## config.mk

```make
export PLATFORM = sky130hd
export DESIGN_NAME = spi_frame_ctrl
export DESIGN_NICKNAME = d
export VERILOG_FILES = /design/src/rtl/spi_pkg.sv /design/src/rtl/spi_sync_fifo.sv /design/src/rtl/spi_frame_ctrl.sv
export SDC_FILE = /design/constraint.sdc
export NUM_CORES = 1
export LEC_CHECK = 0
export CORE_MARGIN = 8
export CORE_UTILIZATION = 40
export CTS_CLUSTER_DIAMETER = 60
export CTS_CLUSTER_SIZE = 30
export DETAILED_ROUTE_END_ITERATION = 10
export RECOVER_POWER = 50
export SYNTH_ARGS = -nofsm -noshare
export SYNTH_HDL_FRONTEND = slang
export SYNTH_SLANG_ARGS = --single-unit
```

## constraint.sdc

```tcl
create_clock -name S_SYSCLK -period 4 [get_ports S_SYSCLK]
set_input_delay 0.4 -clock S_SYSCLK [delete_from_list [all_inputs] [get_ports S_SYSCLK]]
set_output_delay 0.4 -clock S_SYSCLK [all_outputs]
set_load 0.02 [all_outputs]
```

## src/rtl/spi_pkg.sv

```systemverilog
// Shared definitions for the SPI frame sequencer: FSM state encoding and
// default widths used by spi_frame_ctrl and its FIFOs.
package spi_pkg;

  localparam int CHAR_NBITS_DEF  = 16;
  localparam int FIFO_DEPTH_DEF  = 8;
  localparam int LEN_WIDTH_DEF   = 8;
  localparam int CSDLY_WIDTH_DEF = 4;

  typedef enum logic [2:0] {
    ST_IDLE  = 3'd0,
    ST_SETUP = 3'd1,
    ST_ARM   = 3'd2,
    ST_XFER  = 3'd3,
    ST_HOLD  = 3'd4
  } frame_state_t;

endpackage

```

## src/rtl/spi_sync_fifo.sv

```systemverilog
// Synchronous first-word-fall-through FIFO. Pointers carry one extra wrap
// bit so full and empty can be told apart when the index bits match.
// A write into a full FIFO is accepted only when a read frees a slot in
// the same cycle, so occupancy stays unchanged.
module spi_sync_fifo #(
  parameter int WIDTH = 16,
  parameter int DEPTH = 8
) (
  input  logic             clock,
  input  logic             reset,
  input  logic             wr_en,
  input  logic [WIDTH-1:0] wr_data,
  output logic             full,
  input  logic             rd_en,
  output logic [WIDTH-1:0] rd_data,
  output logic             empty
);

  localparam int AW = $clog2(DEPTH);

  logic [WIDTH-1:0] mem [DEPTH];
  logic [AW:0]      wr_ptr;
  logic [AW:0]      rd_ptr;
  logic             wr_ok;
  logic             rd_ok;

  assign empty   = (wr_ptr == rd_ptr);
  assign full    = (wr_ptr[AW] != rd_ptr[AW]) && (wr_ptr[AW-1:0] == rd_ptr[AW-1:0]);
  assign rd_ok   = rd_en && !empty;
  assign wr_ok   = wr_en && (!full || rd_ok);
  assign rd_data = mem[rd_ptr[AW-1:0]];

  // Advance read/write pointers; reset flushes the FIFO.
  always_ff @(posedge clock) begin
    if (reset) begin
      wr_ptr <= '0;
      rd_ptr <= '0;
    end else begin
      if (wr_ok) wr_ptr <= wr_ptr + 1'b1;
      if (rd_ok) rd_ptr <= rd_ptr + 1'b1;
    end
  end

  // Storage array, written on accepted pushes only.
  always_ff @(posedge clock) begin
    if (wr_ok) mem[wr_ptr[AW-1:0]] <= wr_data;
  end

endmodule

```

## src/rtl/spi_frame_ctrl.sv

```systemverilog
// Frame sequencer in front of the single-char SPI engine. Turns one frame
// request into N back-to-back chars, feeding TX chars from a FIFO and
// storing echoed chars in an RX FIFO while holding chip select low.
// Optional feature macro: SPI_FRAME_CSDLY_EN enables programmable CS
// setup/hold delays. A delay value N keeps the FSM in SETUP (or HOLD) for
// max(N,1) cycles; without the macro each of those states lasts 1 cycle.
module spi_frame_ctrl
  import spi_pkg::*;
#(
  parameter int CHAR_NBITS  = CHAR_NBITS_DEF,
  parameter int FIFO_DEPTH  = FIFO_DEPTH_DEF,
  parameter int LEN_WIDTH   = LEN_WIDTH_DEF,
  parameter int CSDLY_WIDTH = CSDLY_WIDTH_DEF
) (
  input  logic                   S_SYSCLK,
  input  logic                   S_RESET,
  input  logic                   S_ENABLE,
  input  logic                   S_FRAME_GO,
  input  logic [LEN_WIDTH-1:0]   S_FRAME_LEN,
  input  logic [CSDLY_WIDTH-1:0] S_CS_SETUP,
  input  logic [CSDLY_WIDTH-1:0] S_CS_HOLD,
  input  logic                   S_TX_WR,
  input  logic [CHAR_NBITS-1:0]  S_TX_DATA,
  output logic                   S_TX_FULL,
  input  logic                   S_RX_RD,
  output logic [CHAR_NBITS-1:0]  S_RX_DATA,
  output logic                   S_RX_EMPTY,
  output logic                   S_BUSY,
  output logic                   S_FRAME_DONE,
  output logic                   S_ABORT,
  output logic                   S_SPI_CS_N,
  output logic                   M_CHAR_GO,
  input  logic                   M_CHAR_DONE,
  output logic [CHAR_NBITS-1:0]  M_WCHAR,
  input  logic [CHAR_NBITS-1:0]  M_RCHAR
);

  frame_state_t           state, state_next;
  logic [LEN_WIDTH-1:0]   remaining, remaining_next;
  logic [CSDLY_WIDTH-1:0] dly_cnt, dly_next;
  logic                   cs_n, cs_n_next;
  logic                   go, go_next;
  logic [CHAR_NBITS-1:0]  wchar, wchar_next;
  logic                   frame_done, frame_done_next;
  logic                   abort, abort_next;

  logic                   tx_pop;
  logic                   rx_push;
  logic                   tx_empty;
  logic                   rx_full;
  logic [CHAR_NBITS-1:0]  tx_head;
  logic [CSDLY_WIDTH-1:0] setup_load;
  logic [CSDLY_WIDTH-1:0] hold_load;

`ifdef SPI_FRAME_CSDLY_EN
  assign setup_load = S_CS_SETUP;
  assign hold_load  = S_CS_HOLD;
`else
  logic unused_csdly;
  assign unused_csdly = ^{S_CS_SETUP, S_CS_HOLD};
  assign setup_load   = '0;
  assign hold_load    = '0;
`endif

  spi_sync_fifo #(.WIDTH(CHAR_NBITS), .DEPTH(FIFO_DEPTH)) u_tx_fifo (
    .clock   (S_SYSCLK),
    .reset   (S_RESET),
    .wr_en   (S_TX_WR),
    .wr_data (S_TX_DATA),
    .full    (S_TX_FULL),
    .rd_en   (tx_pop),
    .rd_data (tx_head),
    .empty   (tx_empty)
  );

  spi_sync_fifo #(.WIDTH(CHAR_NBITS), .DEPTH(FIFO_DEPTH)) u_rx_fifo (
    .clock   (S_SYSCLK),
    .reset   (S_RESET),
    .wr_en   (rx_push),
    .wr_data (M_RCHAR),
    .full    (rx_full),
    .rd_en   (S_RX_RD),
    .rd_data (S_RX_DATA),
    .empty   (S_RX_EMPTY)
  );

  // State register plus all registered outputs and counters.
  always_ff @(posedge S_SYSCLK) begin
    if (S_RESET) begin
      state      <= ST_IDLE;
      remaining  <= '0;
      dly_cnt    <= '0;
      cs_n       <= 1'b1;
      go         <= 1'b0;
      wchar      <= '0;
      frame_done <= 1'b0;
      abort      <= 1'b0;
    end else begin
      state      <= state_next;
      remaining  <= remaining_next;
      dly_cnt    <= dly_next;
      cs_n       <= cs_n_next;
      go         <= go_next;
      wchar      <= wchar_next;
      frame_done <= frame_done_next;
      abort      <= abort_next;
    end
  end

  // Next-state logic; dropping S_ENABLE outside IDLE overrides everything.
  always_comb begin
    state_next      = state;
    remaining_next  = remaining;
    dly_next        = dly_cnt;
    cs_n_next       = cs_n;
    go_next         = go;
    wchar_next      = wchar;
    frame_done_next = 1'b0;
    abort_next      = abort;
    tx_pop          = 1'b0;
    rx_push         = 1'b0;

    if (state != ST_IDLE && !S_ENABLE) begin
      state_next = ST_IDLE;
      go_next    = 1'b0;
      cs_n_next  = 1'b1;
      abort_next = 1'b1;
    end else begin
      case (state)
        ST_IDLE: begin
          if (S_FRAME_GO && S_ENABLE) begin
            abort_next = 1'b0;
            if (S_FRAME_LEN != '0) begin
              remaining_next = S_FRAME_LEN;
              dly_next       = setup_load;
              cs_n_next      = 1'b0;
              state_next     = ST_SETUP;
            end else begin
              frame_done_next = 1'b1;
            end
          end
        end
        ST_SETUP: begin
          if (dly_cnt <= CSDLY_WIDTH'(1)) state_next = ST_ARM;
          else                            dly_next   = dly_cnt - 1'b1;
        end
        ST_ARM: begin
          if (!tx_empty && !rx_full) begin
            tx_pop     = 1'b1;
            wchar_next = tx_head;
            go_next    = 1'b1;
            state_next = ST_XFER;
          end
        end
        ST_XFER: begin
          if (M_CHAR_DONE) begin
            rx_push        = 1'b1;
            go_next        = 1'b0;
            remaining_next = remaining - 1'b1;
            if (remaining == LEN_WIDTH'(1)) begin
              dly_next   = hold_load;
              state_next = ST_HOLD;
            end else begin
              state_next = ST_ARM;
            end
          end
        end
        ST_HOLD: begin
          if (dly_cnt <= CSDLY_WIDTH'(1)) begin
            cs_n_next       = 1'b1;
            frame_done_next = 1'b1;
            state_next      = ST_IDLE;
          end else begin
            dly_next = dly_cnt - 1'b1;
          end
        end
        default: state_next = ST_IDLE;
      endcase
    end
  end

  assign S_BUSY       = (state != ST_IDLE);
  assign S_FRAME_DONE = frame_done;
  assign S_ABORT      = abort;
  assign S_SPI_CS_N   = cs_n;
  assign M_CHAR_GO    = go;
  assign M_WCHAR      = wchar;

endmodule

```

**Word level (Yosys, flattened, before mapping)**

Memory sizes are Yosys's and may differ from the RTL's. A register that Yosys moved wholly into a read port is not among the register bits.
Cells that the tools add are included.

- Add/sub/neg operators: 6
- Magnitude comparators: 1
- Equality and inequality tests: 19
- Multiplexer cells: 44
- Bitwise operators: 1
- Reductions and logical operators: 34

Operator list:

| cell | count |
|---|---|
| $mux 3 | 9 |
| $mux 8 | 3 |
| $mux 1 | 21 |
| $mux 4 | 5 |
| $add 4x1->4 const B | 4 |
| $ne 2x2->1 const B | 8 |
| $pmux 8 s2 | 1 |
| $pmux 3 s5 | 1 |
| $pmux 4 s3 | 1 |
| $reduce_bool 2->1 | 5 |
| $logic_and 1x1->1 | 9 |
| $eq 4x4->1 | 2 |
| $eq 8x1->1 const B | 1 |
| $reduce_bool 8->1 | 1 |
| $sub 8x1->8 const B | 1 |
| $reduce_and 7->1 | 1 |
| $eq 3x2->1 const B | 2 |
| $eq 3x3->1 | 2 |
| $pmux 1 s2 | 3 |
| $reduce_and 3->1 | 2 |
| $reduce_and 6->1 | 1 |
| $reduce_bool 3->1 | 2 |
| $logic_not 1->1 | 5 |
| $reduce_and 5->1 | 1 |
| other kinds (11) | 14 |

- Register bits: 35
- Memory bits (writable): 256
- Input bits: 55
- Output and inout bits: 39
- Logic and storage cells: 118
- Memories kept: 2

Memory list:

| name | depth | width | read ports | clocked after memory_dff | wr ports | RTL line | RTL |
|---|---|---|---|---|---|---|---|
| u_rx_fifo.mem | 8 | 16 | 1 | 1 | 1 | spi_sync_fifo.sv:21 | `logic [WIDTH-1:0] mem [DEPTH];` |
| u_tx_fifo.mem | 8 | 16 | 1 | 1 | 1 | spi_sync_fifo.sv:21 |  |

**Logic depth before layout (Yosys ltp)**

Gate-level depths: netlist of the first run.

- Depth after elaboration: 12
- Gate-level depth with buffers: 8
- Depth with buffers taken out: 7

**By module**

A second synthesis of the first run with hierarchy kept.

- Cell total of the unflattened synthesis: 739
- Area, all modules: 12628.4 sq um

By module, submodules not included:

| module | times used | cells an instance | area each (sq um) | sequential area each (sq um) |
|---|---|---|---|---|
| spi_sync_fifo | 2 | 256 | 5406.4 | 4063.9 |
| spi_frame_ctrl | 1 | 227 | 1815.5 | 700.7 |

**Least setup slack after synthesis of the first run**

Ideal clock, no wire load.

- Kind: register to register
- Start: reg state[0]
- End: mem u_rx_fifo.mem[1][0] (enable)
- Library setup time: 0.436 ns
- Data arrival time: 2.952 ns
- Slack: 0.612 ns
- Cell stages (with the launch flop): 6
- Buffers on the path: 1
- Clock period less this slack: 3.388 ns
- Cells stage by stage: dfxtp_1 -> and3b_1 -> clkbuf_1 -> and3_1 -> o21ai_1 -> nor4b_1

- Longest elaborated chain between the ends: 6

RTL lines:

| element | RTL line | RTL |
|---|---|---|
| start, declared | spi_frame_ctrl.sv:38 | `frame_state_t state, state_next;` |
| start signal, assigned | spi_frame_ctrl.sv:99 | `state <= state_next;` |
| $eq 3x2->1 or $reduce_bool 3->1 (tied branches) | spi_frame_ctrl.sv:129, spi_frame_ctrl.sv:123 |  |
| $mux 1 or $logic_and 1x1->1 (tied branches) | spi_frame_ctrl.sv:129, spi_frame_ctrl.sv:123 |  |
| $mux 1 * | spi_frame_ctrl.sv:123 | `if (state != ST_IDLE && !S_ENABLE) begin` |
| $logic_and 1x1->1 * | spi_sync_fifo.sv:30 | `assign wr_ok = wr_en && (!full \|\| rd_ok);` |
| $mux 1 * | spi_sync_fifo.sv:46 | `if (wr_ok) mem[wr_ptr[AW-1:0]] <= wr_data;` |
| $mux 1 (implied by the code) * | spi_sync_fifo.sv:46 |  |
| end, declared | spi_sync_fifo.sv:21 |  |

Mark *: on every way between the ends. The rest lies on a longest branch, timed or not.

**Worst setup path in the final report of the first run**

- Start: reg u_rx_fifo.wr_ptr[1]
- End: out S_RX_EMPTY

- Longest elaborated chain between the ends: 1

RTL lines:

| element | RTL line | RTL |
|---|---|---|
| start, declared | spi_sync_fifo.sv:22 | `logic [AW:0] wr_ptr;` |
| start signal, assigned | spi_sync_fifo.sv:39 | `if (wr_ok) wr_ptr <= wr_ptr + 1'b1;` |
| $eq 4x4->1 | spi_sync_fifo.sv:27 | `assign empty = (wr_ptr == rd_ptr);` |
| end, declared | spi_frame_ctrl.sv:27 | `output logic S_RX_EMPTY,` |

Every way passes these cells.

==> summary.txt, run 1 <==
Global routing
  • Pin count of the biggest net entering global routing: between 50 and 60
  • Initial antenna violation count: 4
  • Vias in the first global route: between 6,000 and 7,000
  • Global-route wire length before repair: between 30 and 40 mm
  • Total grt overflow: 0
  • Total GRT Usage: a little over an eighth

STA
  • Skew final: approximately 29 ps
  • Worst-Margin Slew: about 1100 ps
  • Slew HR: 22.9%
  • Max Clk Rate: between 300 and 400 MHz
  • Worst setup margin: a little over 1000 ps
  • Final Cycle Share: 74.9%
  • Max-slew violation count: 0
  • Setup violations, final: 0
  • RSZ-0062 raised after global routing: false
  • Minimum clock period: between 2000 and 3000 ps
  • Final Hold Fails: 0
  • Setup TNS: 0 ps

Final layout
  • Register area: 0.00877 mm²
  • Multi-input logic area: approximately 0.0035 mm²
  • Share of cells above drive strength 1: a little over a fifth
  • Fin nets: 870
  • ANT cells: 0
  • # fillers: between 2,000 and 2,500
  • Layout area overhead: 19.7%
  • Fin util: between 40 and 50%

Logic synthesis
  • Largest family of logic cells by synthesized area: multiplexers
  • Sequential cell area fraction in the yosys report: approximately 71%
  • Yosys top cell area share: 62.2%
  • Post-synth top area cell: edfxtp_1
  • EDFF count, synth: ~260
  • Async S/R FF share, synth: 0%
  • Synth Area in Compound Gates: roughly 4.5%
  • Syn Area/Cell: between 15 and 20 µm²
  • Net Count, Synth: between 700 and 800
  • Synthesized-area fraction occupied by adder cells: 0.810%
  • Mapped Area: roughly 0.012 mm²
  • Post-synth top flop: edfxtp_1
  • Post-Syn Instances: 710
  • Count leader, synth: edfxtp_1
  • Cell variety after synth: 54
  • Post-synth top cells: edfxtp_1, mux4_2, dfxtp_1
  • Simple-gate area share of the yosys netlist: 5.72%
  • Ys Warns: 0
  • Synth Area in XOR/XNOR: about 1.2%
  • Yosys reg bits: 310
  • Ranking of synthesized cells by area: edfxtp_1, mux4_2, dfxtp_1, mux2i_1, nor2_1
  • Mux share of post-synthesis cell area: between 10% and 20%

Placement
  • IO Port Bufs: 85
  • GPL Wtd Cong: 0.750
  • DP Worst Slack: between 1000 and 1500 ps
  • Placed wire-length estimate: between 15 and 20 mm

Critical path
  • R2R Setup Slk: about 1200 ps
  • Worst setup startpoint: u_rx_fifo.wr_ptr[1]
  • Crit path DAT: 2590 ps
  • Critical Path End Type: output port
  • Worst r2r dst: M_WCHAR[10]
  • Worst path required time: about 3600 ps
  • Worst r2r path cells: 6
  • Max Fanout on Critical Path: 10
  • Crit Path Class: flop to output port
  • CP endpoint: S_RX_EMPTY
  • Worst r2r src: state[1]
  • Worst setup SP type: flop

Clock network
  • TritonCTS clock tree: yes
  • Skew-Pair Late Insertion Delay: 560 ps
  • Clk buf depth: 3
  • Post-CTS setup buffer count: 0
  • Cts hold-fix bufs: 0
  • H-tree depth: 1
  • PostCTS Resize Cnt: 0
  • CTS sink cnt: 310
  • Total CTS buffers: 28
  • Root buf cell: clkbuf_16
  • CTS clk-pin slew, worst paths: 70 ps

Die
  • Rows: 64
  • Die Height: roughly 190 µm
  • Die X: roughly 190 µm
  • Initial Util: a little over 40%
  • Core Box Area: ~0.031 mm²
  • Die area: roughly 0.037 mm²
  • Io pins: 94

Detailed routing
  • Vias per cell: around 5.3
  • Initial DRC count: about 320
  • DR WL/cell: just over 20 µm
  • Final ANT Viol Nets: 0
  • Vias: about 6,500
  • Drt first pass iters: 4
  • DRC Markers: 0
  • Final WL: about 25 mm

Power
  • Peak supply drop: about 360 µV
  • Power, Total: slightly above 7 mW
  • Pleak: 4.70 nW
  • PwrDens: around 490 mW/mm²

Worst hold path
  • Hold WC Path Type: flop to flop
  • WHS Path Cells: 2
  • Hold path start: S_ABORT

Outcome
  • Outcome: finished, final reports clean

Job
  • Max_cap viols: 0
## critical path, stage by stage (launching register included)
cell and delay [ps]:
dfxtp_1 590, xor2_1 150, nor4_1 570, clkdlybuf4s50_1 720
## per-stage QoR
| stage | std cells | cell area (µm²) | hold WS (ps) |
|---|---|---|---|
| 4_1_cts | 1225 | 14800 | 491 |
| 2_1_floorplan | 710 | 12400 | 461 |
| 3_3_place_gp | 1173 | 13800 | 465 |
| 5_1_grt | 1225 | 14800 | 507 |
| 3_5_place_dp | 1173 | 13800 | 477 |
| 6_report | 1225 | 14800 | 483 |
## metal layers
metal	wire length [µm]	vias to the layer above	GRT usage, %
li1	-	3035	-
met4	436	6	3.52
met3	1160	38	2.52
met1	10700	3326	17.0
met2	12500	135	23.6
met5	31	-	0
## final cells by class
cell class                      instances  share of cell area (%)
Tap cell                              396                    3.35
Inverter                                8                   0.203
Clock inverter                         22                    2.00
Sequential cell                       310                    59.3
Timing Repair Buffer                  107                    6.92
Clock buffer                           30                    4.85
Multi-Input combinational cell        352                    23.4
## cells by family (layout without fill, tap and decap cells)
group,Yosys count,count (layout)
AO/OA/AOI/OAI,87,87
XOR/XNOR,17,17
adder cells (fa/ha/maj),8,8
buffers and inverters,48,167
flip-flops,310,310
multiplexers,103,103
AND/OR/NAND/NOR,137,137
## flip-flops by register name, summed over array words and instances (netlist names), named ones only
name / count
u_tx_fifo.rd_ptr: 4
u_tx_fifo.mem: 128
u_rx_fifo.mem: 128
u_rx_fifo.wr_ptr: 4
M_CHAR_GO: 1
u_rx_fifo.rd_ptr: 4
S_SPI_CS_N: 1
state: 3
u_tx_fifo.wr_ptr: 4
S_FRAME_DONE: 1
S_ABORT: 1
dly_cnt: 4
M_WCHAR: 16
remaining: 8
## how the worst min path moves through the flow
stage                   end  slack [ps]
3_3_place_gp        S_ABORT         470
2_1_floorplan  remaining[5]         460
5_1_grt             S_ABORT         510
6_report            S_ABORT         480
4_1_cts             S_ABORT         490
3_5_place_dp        S_ABORT         480
## cell usage in the layout, fill, tap and decap left out, types with 3 or more instances in the layout
cell and n:
o21ai_0 16, inv_12 4, a21o_1 3, nor3_1 4, inv_6 4, nor3b_4 3
inv_1 8, xor2_1 10, inv_8 3, mux4_2 64, mux2_2 17, nor4_1 7
a31o_2 3, nand3_1 5, mux2i_1 21, dlygate4sd3_1 52, a22oi_1 3, nand2_1 17
a211oi_1 17, edfxtp_1 256, clkdlybuf4s50_1 32, a21oi_1 29, nor3_2 3, clkbuf_16 28
nor2_1 51, clkinv_8 6, dfxtp_1 52, a31oi_1 3, buf_4 21, ha_1 8
or3_1 8, or2_2 7, nor3_4 3, and3_1 4, xnor2_1 7, nand2b_1 7
## report_power, final
group | switching [mW] | internal, mW | total (mW)
sequential | 0.0852 | 3.58 | 3.67
combinational | 0.390 | 0.306 | 0.696
clock | 1.38 | 1.44 | 2.82
total | 1.86 | 5.33 | 7.18
(Power assumes the default switching activity.)
==> run 2, diff against run 1 <==
Clock period 4 ns to 3 ns, I/O delays scaled along.
==> summary.txt, run 2 (synthesis results as in run 1) <==
Outcome
  • Outcome: finished, final reports clean

Critical path
  • Max Fanout on Critical Path: 32 (+22)
  • Worst path required time: 2700 ps (-900 ps)
  • R2R Setup Slk: 580 ps (-600 ps)
  • Worst setup SP type: flop
  • Worst r2r dst: M_WCHAR[3]
  • Worst r2r path cells: 6 (unchanged)
  • Crit path DAT: 2550 ps (-40 ps)
  • Worst r2r src: u_tx_fifo.wr_ptr[1]
  • Crit Path Class: flop to output port
  • Critical Path End Type: output port

Global routing
  • Initial antenna violation count: 4 (unchanged)
  • Global-route wire length before repair: 40.0 mm (+2.9%)
  • Total GRT Usage: 14.0% (+0.46 points)
  • Total grt overflow: 0 (unchanged)
  • Vias in the first global route: 6,952 (+1.2%)
  • Pin count of the biggest net entering global routing: 54 (unchanged)

Final layout
  • Layout area overhead: 18.9%
  • # fillers: 2,537 (+2.2%)
  • Most frequent cells in the layout: edfxtp_1, mux4_2, dfxtp_1, dlygate4sd3_1, nor2_1
  • Fin nets: 877 (+0.80%)
  • Most common cell after layout, fill and taps aside: edfxtp_1
  • Share of cells above drive strength 1: 21.5% (-0.41 points)

STA
  • Slew HR: 26.1% (+3.2 points)
  • Setup violations, final: 0 (unchanged)
  • RSZ-0062 raised after global routing: false
  • Worst-Margin Slew: 1110 ps (-35.7 ps)
  • Final Hold Fails: 0 (unchanged)
  • Max-slew violation count: 0 (unchanged)
  • Setup TNS: 0 ps (unchanged)
  • Max Clk Rate: between 300 and 400 MHz
  • Final Cycle Share: around 95%
  • Worst hold slack: 463 ps (-20.2 ps)
  • Skew final: 20.7 ps (-8.13 ps)
  • Minimum clock period: about 2800 ps

Detailed routing
  • Initial DRC count: 360 (+12%)
  • Final WL: 25.3 mm (+2.1%)
  • Drt first pass iters: 4 (unchanged)
  • DRC Markers: 0 (unchanged)
  • Vias: 6,592 (+0.80%)
  • DR WL/cell: 20.6 µm (+1.8%)
  • Final ANT Viol Nets: 0 (unchanged)
  • Vias per cell: 5.37 (+0.55%)

Placement
  • Placed wire-length estimate: 15.1 mm (+0.17%)
  • IO Port Bufs: 85 (unchanged)
  • GPL Wtd Cong: 0.781 (+4.1%)

Clock network
  • CTS clk-pin slew, worst paths: 80 ps (about the same)
  • H-tree depth: 1 (unchanged)
  • Total CTS buffers: 25 (-11%)
  • Skew-Pair Late Insertion Delay: 530 ps (-30 ps)
  • CTS sink cnt: 310 (unchanged)
  • PostCTS Resize Cnt: 0 (unchanged)
  • Cts hold-fix bufs: 0 (unchanged)
  • TritonCTS clock tree: yes
  • Post-CTS setup buffer count: 0 (unchanged)
  • Root buf cell: clkbuf_16
  • Clk buf depth: 3 (unchanged)

Die
  • Rows: 64 (unchanged)
  • Initial Util: 40.5% (unchanged)
  • Die X: 192 µm (unchanged)
  • Die Height: 192 µm (unchanged)
  • Die area: 0.0368 mm² (unchanged)
  • Core Box Area: 0.0305 mm² (unchanged)
  • Io pins: 94 (unchanged)

Power
  • Peak supply drop: 375 µV (+4.6%)
  • Pleak: 4.68 nW (-0.44%)
  • PwrDens: 627 mW/mm² (+29%)

Worst hold path
  • Hold path start: S_RESET
  • WHS Path Cells: 2 (unchanged)
  • Hold WC Path Type: input port to flop
  • Hold path endpoint: u_rx_fifo.rd_ptr[0]

Job
  • Max_cap viols: 0 (unchanged)
-- run 2: changes by cell type in the layout (fill, tap and decap cells not counted), sizes merged --
cell / before / now
buf: 23 / 30
diode: 0 / 1
clkinv: 8 / 6
clkbuf: 30 / 32
clkinvlp: 1 / 0
bufinv: 0 / 1
inv: 21 / 16
-- run 2: how the worst max path moves through the flow --
stage	from	end	slack (ps)	cells past startpoint
6_report	flop	S_RX_DATA[14]	150	4
4_1_cts	flop	S_RX_DATA[4]	90	4
2_1_floorplan	state[1]	u_tx_fifo.mem[4][0]	4	5
3_3_place_gp	state[2]	u_tx_fifo.mem[4][4]	630	6
3_5_place_dp	S_FRAME_LEN[6]	dly_cnt[3]	540	6
5_1_grt	flop	S_RX_DATA[14]	30	4
-- run 2: final cells by class --
cell class | instances | area, µm² | area share (%)
Clock inverter | 15 | 195 | 1.33
Timing Repair Buffer | 117 | 1100 | 7.50
Multi-Input combinational cell | 352 | 3460 | 23.5
Inverter | 8 | 30.0 | 0.204
Tap cell | 396 | 495 | 3.37
Antenna cell | 1 | 2.50 | 0.0170
Sequential cell | 310 | 8770 | 59.7
Clock buffer | 29 | 641 | 4.36
-- run 2: layer usage --
layer,vias up,routed length (µm),global-route usage [%]
li1,3036,-,-
met1,3363,10900,17.8
met2,156,12700,24.2
met3,33,1370,2.56
met4,4,389,3.58
met5,-,27,0
-- run 2: power breakdown --
part	total [mW]	internal (mW)	switching, mW
registers	4.86	4.78	0.0768
clock network	3.34	1.72	1.62
logic	1.02	0.438	0.577
-- run 2: critical path, cell delays in order, from the launching register on --
cell and delay, ps:
dfxtp_2 340, buf_12 270, mux4_2 530, mux2_2 320, clkdlybuf4s50_1 550
-- run 2: through the flow --
step           util (%)  total power, mW  cell area (µm²)  std cells  worst slack [ps]
2_1_floorplan         -             5.60            12400        710              3.96
3_3_place_gp       45.5             5.94            13900       1183               633
3_5_place_dp       45.5             5.99            13900       1183               538
4_1_cts            48.2             9.34            14700       1227              89.7
5_1_grt            48.2             9.59            14700       1227              34.0
6_report           48.2             9.21            14700       1228               154
==> run 3, diff against run 2 <==
Settings changed: CTS_CLUSTER_DIAMETER 60 to 150.
==> summary.txt, run 3 (synthesis results as in run 1) <==
Outcome
  • Outcome: finished, final reports clean

Clock network
  • H-tree depth: 1 (unchanged)
  • Post-CTS setup buffer count: 0 (unchanged)
  • CTS sink cnt: 310 (unchanged)
  • Skew-Pair Late Insertion Delay: 500 ps (-30 ps)
  • PostCTS Resize Cnt: 0 (unchanged)
  • CTS clk-pin slew, worst paths: 120 ps (+40 ps)
  • TritonCTS clock tree: yes
  • Cts hold-fix bufs: 0 (unchanged)
  • Total CTS buffers: 14 (-44%)
  • Clk buf depth: 3 (unchanged)
  • Root buf cell: clkbuf_16

Detailed routing
  • DR WL/cell: 20.6 µm (-0.16%)
  • Drt first pass iters: 4 (unchanged)
  • Final ANT Viol Nets: 0 (unchanged)
  • Vias per cell: 5.36 (-0.10%)
  • DRC Markers: 0 (unchanged)
  • Final WL: 24.9 mm (-1.8%)
  • Initial DRC count: 353 (-1.9%)
  • Vias: 6,478 (-1.7%)

STA
  • Final Hold Fails: 0 (unchanged)
  • RSZ-0062 raised after global routing: false
  • Max-slew violation count: 0 (unchanged)
  • Skew final: 25.0 ps (+4.30 ps)
  • Slew HR: 26.9% (+0.83 points)
  • Final Cycle Share: 94.0% (-0.91 points)
  • Max Clk Rate: 355 MHz (+0.97%)
  • Setup violations, final: 0 (unchanged)
  • Worst-Margin Slew: 1100 ps (-12.4 ps)
  • Setup TNS: 0 ps (unchanged)
  • Minimum clock period: 2820 ps (-27.4 ps)
  • Worst setup margin: 181 ps (+27.4 ps)

Critical path
  • Slowest stage delay, CP: 550 ps (about the same)
  • Cell Chain, Critical Path: buf_12 -> mux4_2 -> mux2_2 -> clkdlybuf4s50_1
  • Worst r2r path cells: 6 (unchanged)
  • Slowest CP cell: mux4_2
  • WP depth: 4 (unchanged)
  • Buf+Inv Stages, Crit Path: 2 (unchanged)
  • CP delay by family, top: multiplexers
  • Critical Path End Type: output port
  • Worst path required time: 2700 ps (about the same)
  • Worst setup SP type: flop
  • Crit Path Class: flop to output port
  • Crit path DAT: 2520 ps (-30 ps)
  • Max Fanout on Critical Path: 32 (unchanged)

Global routing
  • Pin count of the biggest net entering global routing: 54 (unchanged)
  • Total GRT Usage: 13.7% (-0.23 points)
  • Total grt overflow: 0 (unchanged)
  • Initial antenna violation count: 4 (unchanged)
  • Global-route wire length before repair: 39.3 mm (-1.6%)
  • Vias in the first global route: 6,831 (-1.7%)

Worst hold path
  • Hold WC Path Type: input port to flop
  • WHS Path Cells: 2 (unchanged)

Power
  • Peak supply drop: 413 µV (+10%)
  • Pleak: 4.48 nW (-4.3%)
  • PwrDens: 566 mW/mm² (-9.6%)

Die
  • Die area: 0.0368 mm² (unchanged)
  • Die Height: 192 µm (unchanged)
  • Initial Util: 40.5% (unchanged)
  • Io pins: 94 (unchanged)
  • Core Box Area: 0.0305 mm² (unchanged)
  • Rows: 64 (unchanged)
  • Die X: 192 µm (unchanged)

Final layout
  • Most frequent cells in the layout: edfxtp_1, mux4_2, dfxtp_1, dlygate4sd3_1, nor2_1
  • Layout Cells excl Fill: 1,208 (-1.6%)
  • Fin nets: 866 (-1.3%)
  • Share of cells above drive strength 1: 19.4% (-2.2 points)
  • Layout area overhead: 15.7%
  • Most common cell after layout, fill and taps aside: edfxtp_1
  • # fillers: 2,575 (+1.5%)
  • Fin area: 0.0143 mm² (-2.7%)

Placement
  • DP Area: 0.0139 mm² (unchanged)
  • Placed insts: 1,183 (unchanged)
  • IO Port Bufs: 85 (unchanged)
  • DP Worst Slack: 538 ps (unchanged)
  • Placed wire-length estimate: 15.1 mm (unchanged)
  • GPL Wtd Cong: 0.781 (unchanged)

Job
  • Max_cap viols: 0 (unchanged)
==> run 3: changes by cell type in the layout (fill, tap and decap cells not counted) <==
cell / change
inv_6: -1
clkinv_1: -2
inv_12: -3
clkinv_16: +1
bufinv_16: -1
clkbuf_1: +4
clkbuf_16: -10
clkinv_8: -2
inv_8: -3
inv_16: -1
clkinv_4: -1
clkinv_2: -1
==> run 3: metrics by stage <==
stage	hold slack (ps)	total power, mW	util, %
final	481	8.10	46.9
after global routing	507	8.46	46.8
after CTS	475	8.22	46.9
after detailed placement	492	5.99	45.5
after global placement	467	5.94	45.5
after floorplan	399	5.60	-
==> run 3: worst paths after layout <==
check	from	end	slack [ps]
worst max register to register	state[2]	u_tx_fifo.mem[4][4]	560
worst min register to register	M_WCHAR[9]	M_WCHAR[9]	500
worst min-delay path	S_RESET	remaining[1]	480
worst max-delay path	flop	S_RX_DATA[11]	180
==> run 3: final cells by class <==
type / count / area [µm²] / share of cell area (%)
Multi-Input combinational cell: 352 / 3460 / 24.2
Timing Repair Buffer: 117 / 1100 / 7.71
Clock inverter: 1 / 30.0 / 0.210
Sequential cell: 310 / 8770 / 61.4
Antenna cell: 1 / 2.50 / 0.0175
Tap cell: 396 / 495 / 3.47
Inverter: 8 / 30.0 / 0.210
Clock buffer: 23 / 405 / 2.84
==> run 3: worst register-to-register path, delay by kind of cell, from the launching register on <==
family / cells / cell delay, ps
compound gates: 2 / 650
simple gates: 3 / 770
flops: 1 / 330
buf+inv: 1 / 350
==> run 3: report_power, final <==
group | switching [mW] | total, mW | internal [mW] | leakage (nW)
clock | 1.26 | 2.23 | 0.965 | 0.206
sequential | 0.0762 | 4.85 | 4.78 | 2.75
combinational | 0.575 | 1.01 | 0.438 | 1.53
==> run 3: per-layer routing <==
metal	track usage (%)	part of all wire (%)
met3	2.14	4.2
met4	3.29	1.3
met1	17.7	44
met5	0	0.088
met2	24.0	50
